### config.mk
export PLATFORM = sky130hd
export DESIGN_NAME = seg7_scan
export DESIGN_NICKNAME = d
export VERILOG_FILES = /design/src/rtl/seg7_pkg.sv /design/src/rtl/bcd_to_seg7.sv /design/src/rtl/seg7_scan.sv
export SDC_FILE = /design/constraint.sdc
export NUM_CORES = 1
export LEC_CHECK = 0
export ABC_AREA = 1
export ABC_CLOCK_PERIOD_IN_PS = 1900
export BUFFER_PORTS_ARGS = -buffer_cell sky130_fd_sc_hd__buf_2
export CORE_MARGIN = 4
export CORE_UTILIZATION = 40
export CTS_CLUSTER_SIZE = 24
export DETAILED_ROUTE_END_ITERATION = 8
export PLACE_DENSITY_LB_ADDON = 0.25
export SYNTH_ARGS = -nofsm -noshare
export SYNTH_HDL_FRONTEND = slang
export SYNTH_SLANG_ARGS = --single-unit
### constraint.sdc
create_clock -name clk -period 1.9 [get_ports clk]
set_clock_uncertainty 0.15 [all_clocks]
set_input_delay 0.38 -clock clk [delete_from_list [all_inputs] [get_ports clk]]
set_output_delay 0.38 -clock clk [all_outputs]
set_load 0.02 [all_outputs]
### src/rtl/seg7_pkg.sv
// Shared constants and types for the multiplexed 7-segment display driver.
// Segment codes are active-high, ordered {g,f,e,d,c,b,a}.
package seg7_pkg;

  localparam int NUM_DIGITS = 4;

  typedef logic [1:0] digit_idx_t;

  localparam logic [6:0] SEG_0    = 7'h3F;
  localparam logic [6:0] SEG_1    = 7'h06;
  localparam logic [6:0] SEG_2    = 7'h5B;
  localparam logic [6:0] SEG_3    = 7'h4F;
  localparam logic [6:0] SEG_4    = 7'h66;
  localparam logic [6:0] SEG_5    = 7'h6D;
  localparam logic [6:0] SEG_6    = 7'h7D;
  localparam logic [6:0] SEG_7    = 7'h07;
  localparam logic [6:0] SEG_8    = 7'h7F;
  localparam logic [6:0] SEG_9    = 7'h6F;
  localparam logic [6:0] SEG_DASH = 7'h40;
  localparam logic [6:0] SEG_OFF  = 7'h00;

endpackage

### src/rtl/bcd_to_seg7.sv
// Combinational BCD to active-high 7-segment decoder.
// Illegal BCD codes (10..15) show a dash.
module bcd_to_seg7
  import seg7_pkg::*;
(
  input  logic [3:0] bcd,
  output logic [6:0] seg
);

  always_comb begin
    seg = SEG_DASH;
    case (bcd)
      4'd0:    seg = SEG_0;
      4'd1:    seg = SEG_1;
      4'd2:    seg = SEG_2;
      4'd3:    seg = SEG_3;
      4'd4:    seg = SEG_4;
      4'd5:    seg = SEG_5;
      4'd6:    seg = SEG_6;
      4'd7:    seg = SEG_7;
      4'd8:    seg = SEG_8;
      4'd9:    seg = SEG_9;
      default: seg = SEG_DASH;
    endcase
  end

endmodule

### src/rtl/seg7_scan.sv
// Four-digit common-anode 7-segment scanner: prescaler, digit index,
// per-frame input snapshot, leading-zero blanking and registered pin drive.
module seg7_scan
  import seg7_pkg::*;
#(
  parameter int REFRESH_BITS   = 18,
  parameter int GUARD          = 4,
  parameter bit SEG_ACTIVE_LOW = 1'b1,
  parameter bit AN_ACTIVE_LOW  = 1'b1
) (
  input  logic       clk,
  input  logic       reset,
  input  logic       enable,
  input  logic [3:0] bcd_0,
  input  logic [3:0] bcd_1,
  input  logic [3:0] bcd_2,
  input  logic [3:0] bcd_3,
  input  logic [3:0] dp_in,
  input  logic       lz_blank,
  output logic [3:0] an,
  output logic [6:0] seg,
  output logic       dp
);

  localparam logic [REFRESH_BITS-1:0] GUARD_C = GUARD[REFRESH_BITS-1:0];

  localparam logic [3:0] AN_OFF  = AN_ACTIVE_LOW  ? 4'hF : 4'h0;
  localparam logic [6:0] SEG_IDL = SEG_ACTIVE_LOW ? 7'h7F : 7'h00;
  localparam logic       DP_IDL  = SEG_ACTIVE_LOW;

  logic [REFRESH_BITS-1:0]           cnt;
  digit_idx_t                        idx;
  logic                              tick;
  logic [NUM_DIGITS-1:0][3:0]        snap_bcd;
  logic [NUM_DIGITS-1:0]             snap_dp;
  logic                              snap_lz;
  logic [NUM_DIGITS-1:0]             blank;
  logic [3:0]                        digit;
  logic [6:0]                        seg_raw;
  logic [6:0]                        seg_next;
  logic [3:0]                        an_next;
  logic                              dp_next;
  logic [3:0]                        an_p1;
  logic [6:0]                        seg_p1;
  logic                              dp_p1;

  assign tick = enable && (cnt == '1);

  // Scan state: prescaler, digit index and the once-per-frame snapshot
  always_ff @(posedge clk or negedge reset) begin
    if (!reset) begin
      cnt      <= '0;
      idx      <= '0;
      snap_bcd <= '0;
      snap_dp  <= '0;
      snap_lz  <= 1'b0;
    end else begin
      if (enable) cnt <= cnt + 1'b1;
      if (tick) idx <= idx + 2'd1;
      if (tick && idx == 2'd3) begin
        snap_bcd <= {bcd_3, bcd_2, bcd_1, bcd_0};
        snap_dp  <= dp_in;
        snap_lz  <= lz_blank;
      end
    end
  end

  // Blanking cascades from the leftmost digit; the units digit always shows.
  always_comb begin
    blank    = '0;
    blank[3] = snap_lz && (snap_bcd[3] == 4'd0);
    blank[2] = blank[3] && (snap_bcd[2] == 4'd0);
    blank[1] = blank[2] && (snap_bcd[1] == 4'd0);
  end

  assign digit = snap_bcd[idx];

  bcd_to_seg7 u_dec (
    .bcd (digit),
    .seg (seg_raw)
  );

  always_comb begin
    an_next  = '0;
    seg_next = blank[idx] ? SEG_OFF : seg_raw;
    dp_next  = snap_dp[idx];
    if (enable && cnt >= GUARD_C) an_next[idx] = 1'b1;
  end

  // Output stage: one register between scan state and the pins
  always_ff @(posedge clk or negedge reset) begin
    if (!reset) begin
      an_p1  <= AN_OFF;
      seg_p1 <= SEG_IDL;
      dp_p1  <= DP_IDL;
    end else begin
      an_p1  <= an_next ^ {4{AN_ACTIVE_LOW}};
      seg_p1 <= seg_next ^ {7{SEG_ACTIVE_LOW}};
      dp_p1  <= dp_next ^ SEG_ACTIVE_LOW;
    end
  end

  assign an  = an_p1;
  assign seg = seg_p1;
  assign dp  = dp_p1;

endmodule

Yosys cells after proc, flatten, opt, wreduce, memory -nomap -nowiden
Memories as Yosys holds them, arrays and structs flattened.
Index checks and enable logic that the tools add are counted.
{"block": "classes", "shift": 0, "mul": 0, "n_eq_ne": 2, "bitwise": 3, "magnitude_cmp": 3, "n_mux": 10, "div_mod_pow": 0, "n_reduce_logical": 10, "addsub": 2}
{"op": "18-bit by 1-bit adder with 18-bit output (second input constant)", "count": 1}
{"op": "18-bit equality test (second input constant)", "count": 1}
{"op": "18-bit by 3-bit >= comparator with 1-bit output (second input constant)", "count": 1}
{"op": "4-bit zero test", "count": 3}
{"op": "4-bit binary-select mux with 2-bit select", "count": 1}
{"op": "4-bit two-way mux", "count": 2}
{"op": "1-bit logical AND", "count": 7}
{"op": "7-bit two-way mux", "count": 1}
{"op": "7-bit NOT", "count": 1}
{"op": "1-bit binary-select mux with 2-bit select", "count": 2}
{"op": "4-bit NOT", "count": 1}
{"op": "2-bit by 3-bit < comparator with 1-bit output (second input constant)", "count": 1}
{"op": "1-bit two-way mux", "count": 3}
{"op": "2-bit by 1-bit adder with 2-bit output (second input constant)", "count": 1}
{"op": "1-bit demux with 2-bit select", "count": 1}
{"op": "2-bit equality test (second input constant)", "count": 1}
{"op": "2-bit by 1-bit >= comparator with 1-bit output (second input constant)", "count": 1}
{"op": "1-bit NOT", "count": 1}
{"block": "totals", "mem_bits_ro": 112, "n_memories": 1, "ramBits": 0, "latchBits": 0, "wordCells": 42, "inputBits": 24, "register_bits": 53}
{"memory": "(name not given)", "depth": 16, "width": 7, "read_ports": 1, "rd_clocked_by_memory_dff": 0, "write_ports": 0, "line_no": "bcd_to_seg7.sv:12", "rtl": "case (bcd)"}

Longest topological paths before layout
{"block": "logic_depth", "depth_word": 8, "ltp_mapped": 9}

By module
A second synthesis with hierarchy kept.
{"block": "hier_totals", "hier_cells": 314, "area_unflattened_um2": 2787.7}
{"mod": "seg7_scan", "instances": 1, "cells_each": 278, "area_each_um2": 2595.0, "seq_area_each_um2": 1341.3}
{"mod": "bcd_to_seg7", "instances": 1, "cells_each": 36, "area_each_um2": 192.7, "seq_area_each_um2": 0.0}

Least setup slack after synthesis
No wires, ideal clock.
{"block": "synth_path", "kind": "reg2reg", "from": "reg idx[0]", "to": "reg seg_p1[3], in the netlist seg[3]", "path_buffers": 1, "required_time_ns": 1.662, "slack_ns": 0.015, "synth_period_minus_slack_ns": 1.885, "t_arrival_ns": 1.646, "path_stages_with_launch": 10, "path_cell_list": "dfrtp_1 inv_1 buf_2 nand2_1 a32oi_1 inv_1 ha_1 nand3_1 nand3_1 nand3_1"}
{"block": "synth_via", "elab_chain_cells": 5, "elab_cells_between_ends": 7, "classes_between": "5 x mux; 1 x bitwise; 1 x memory"}
{"item": "from (decl)", "line_no": "seg7_scan.sv:32", "rtl": "digit_idx_t idx;"}
{"item": "from (signal assigned)", "line_no": "seg7_scan.sv:59", "rtl": "if (tick) idx <= idx + 2'd1;"}
{"item": "4-bit binary-select mux with 2-bit select", "line_no": "seg7_scan.sv:76", "rtl": "assign digit = snap_bcd[idx];"}
{"item": "4-bit two-way mux (implied by the code)", "line_no": "seg7_scan.sv:76"}
{"item": "memory 16 x 7 bit"}
{"item": "7-bit two-way mux (*)", "line_no": "seg7_scan.sv:85", "rtl": "seg_next = blank[idx] ? SEG_OFF : seg_raw;"}
{"item": "7-bit NOT (no line) (*)"}
{"item": "to (signal assigned)", "line_no": "seg7_scan.sv:98", "rtl": "seg_p1 <= seg_next ^ {7{SEG_ACTIVE_LOW}};"}
{"item": "to (decl)", "line_no": "seg7_scan.sv:44", "rtl": "logic [6:0] seg_p1;"}
Every way passes the cells marked *; elsewhere a longest branch is shown, timed or not. The select of a mux whose other input is x is not followed.
A chain may end at the register's enable or synchronous reset.

Final worst setup path
{"block": "layout_path", "from": "reg idx[0]", "to": "reg seg_p1[5], in the netlist seg[5]"}
Same word-level chain as after synthesis.

==> impl_metrics.tcl <==
set metrics [dict create \
    syn_inst 325 \
    min_period_ps 1756 \
    finalSetupViolCount 0 \
    avgSynthCellArea_um2 8.500 \
    async_flop_share 1.000 \
    wire_per_inst_um 12.35 \
    wl_met3_um 235 \
    gp_congestion 0.8637 \
    grt_max_degree 54 \
    regToRegSetupSlack_ps 140 \
    cts_buffers 5 \
    grt_pass1_vias 2083 \
    path_buf_inv 3 \
    antenna_found_initial 0 \
    yosysTopAreaCellShare 0.3714 \
    r2r_cells 10 \
    rsz0062_at_grt "false" \
    whs_ps 136.4 \
    synth-main-ff-cell "dfrtp_1" \
    setup-tns-final_ps 0 \
    nets 405 \
    syn_area_um2 2763 \
    setup.worst_path.end_class "register" \
    wirelength_met1_mm 2.862 \
    layout_common_cells "113 x nand2_1, 44 x nand3_1, 41 x dfrtp_1, 35 x buf_2, 30 x inv_1" \
    pre_cts_slack_ps 144.3 \
    drt-pass1-iter-count 4 \
    first_iter_violations 101 \
    crit_chain "inv_1 -> buf_4 -> nand2_1 -> nand3_1 -> nand2_2 -> inv_1 -> ha_1 -> nand3b_1 -> nand3_1 -> nand3_1" \
    cts_tree "yes" \
    die_w_um 91.11 \
    clock_path_buffers 2 \
    rows 30 \
    holdCritPathClass "in2reg" \
    die_h_um 91.11 \
    yosysWarnings 0 \
    worst_ir_drop_vdd_mv 0.3442 \
    hold_start "bcd_1[0]" \
    coreArea_um2 6756 \
    holdPathStages 3 \
    grt-ovfl-total 0 \
    rr_startpoint "idx[0]" \
    mostFrequentLayoutCell "nand2_1" \
    critPathLaunchType "register" \
    insertion_delay_ps 310 \
    route.vias.total 2155 \
    drive_gt1_frac 0.2129 \
    cts_sinks 53 \
    fin_crit_sh 0.9241 \
    drc_errors 0 \
    dp_hpwl_mm 3.919 \
    ys_types 26 \
    worst_path_most_repeated_cell "nand3_1" \
    post-cts-setup-buffer-count 0 \
    leakagePower_nw 1.719 \
    nFillCells 650 \
    outcome "completed" \
    root_buffer "clkbuf_8" \
    io_pins 36 \
    crit_start "idx[0]" \
    port_buffers 35 \
    tightest_slew_ps 505.3 \
    syn_to_final_growth_pct 15.31 \
    critPathMaxStageDelay_ps 410 \
    crit_type "reg2reg" \
    gr-usage-all-layers 0.1385 \
    synth-edff-count 0 \
    maxUsedRoutingLayer "met4" \
    rr_endpoint "seg[5]" \
    fmax_ghz 0.5696 \
    setup_slack_ps 144.3 \
    timing.slew.headroom 0.6605 \
    totalWireLength_mm 5.568 \
    yosys.area.top_type "dfrtp_1" \
    routed_via_density 4.778 \
    drv_slew 0 \
    route.met2.wl_mm 2.374 \
    ys_seq_elements 53 \
    crit_arrival_ps 1840 \
    syn_nets 360 \
    finalHoldViolations 0 \
    grt_pass1_wl_mm 9.501 \
    clk_pin_slew_ps 100 \
    start_util 0.4089 \
    crit_path_top_delay_cell "dfrtp_1" \
    p_per_area_nw_per_um2 699.7 \
    ctsHtreeMaxLevel 2 \
    ys_seq_area_frac 0.4855 \
    die_area_um2 8300 \
    hold_path_end "snap_bcd[4]" \
    critPathRequiredTime_ps 1980 \
    cap_viol_max_count 0 \
    antennaDiodeCount 0 \
    netlist_top_cells_area "dfrtp_1 37%, nand2_1 15%, dfstp_2 11%, nand3_1 8.2%, ha_1 5.0%" \
    crit_fanout 6 \
    path_delay_family "simple AND/OR/NAND/NOR gates" \
    final_antenna_net_count 0 \
]
-- where the power goes --
group	switching, mW	internal, mW	total [mW]
Clock	0.390	0.262	0.652
Sequential	0.113	1.21	1.32
Combinational	0.149	0.106	0.255
Total	0.652	1.58	2.23
-- cell usage after synthesis (2+ instances only) --
library cell  number
nor2_4             3
buf_6              4
xnor2_1            2
inv_1             30
nand2_1          114
xor2_1            10
nor3_1             4
dfstp_2           12
ha_1              11
dfrtp_1           41
nor2_2             2
nor2_1            17
nand3b_1           2
nand3_4            2
nand3_1           45
a21oi_1            3
nand4_1            7
o21ai_0            4
buf_2              5
-- stage by stage --
stage | total power [mW] | std cells | area (um2) | util
after global routing | 2.348 | 451 | 3186 | 0.4715
after global placement | 1.592 | 441 | 3068 | 0.4541
after CTS | 2.269 | 450 | 3168 | 0.4689
after detailed placement | 1.602 | 441 | 3068 | 0.4541
final | 2.229 | 451 | 3186 | 0.4715
after floorplan | 1.499 | 325 | 2763 | -
-- flip-flops by register name, summed over array words and instances (netlist names) --
register	flops
cnt	18
snap_dp	4
an	4
idx	2
snap_lz	1
snap_bcd	16
dp	1
seg	7
-- per-layer routing --
layer | vias to the layer above | track usage
met3 | 7 | 0.03231
met1 | 985 | 0.1999
met2 | 43 | 0.2036
met5 | - | 0
li1 | 1120 | -
met4 | 0 | 0.04648
-- layout make-up --
type,count,area (um2),area share
inverters,30,112.6,0.03535
flip-flops and latches,53,1341,0.4211
clock inverters,3,21.27,0.006677
well taps,80,100.1,0.03142
repair buffers,46,285.3,0.08955
clock buffers,5,68.82,0.02160
multi-input cells,234,1256,0.3943
-- worst min-delay path: cells and delay by family --
family	cells	cell delay [ps]
AND/OR/NAND/NOR	2	120
buffers and inverters	1	70
-- cells by family after synthesis --
family                     synth area share
xor gates and xnor gates            0.03804
adders and majority gates           0.04982
AOI/OAI and AO/OA                   0.02219
buffers and inverters               0.06612
DFF                                  0.4855
and+or+nand+nor                      0.3383
-- worst max path at each step --
stage               slack, ps            to  depth (start not counted)
global placement          180  snap_bcd[12]                          8
floorplan                  20        seg[3]                          9
CTS                       110        seg[5]                         10
detailed placement        140        seg[5]                         10
finish                    140        seg[5]                         10
global route               10        seg[3]                          8
-- repair_timing --
item / 4_1_cts / 5_1_grt
endpoints found under the setup margin: 0 / 5
gates resized for setup: 0 / 2
hold buffers: 1 / 0
hold endpoints to repair: 41 / 0
No activity file was read; power rests on OpenSTA's default activity.
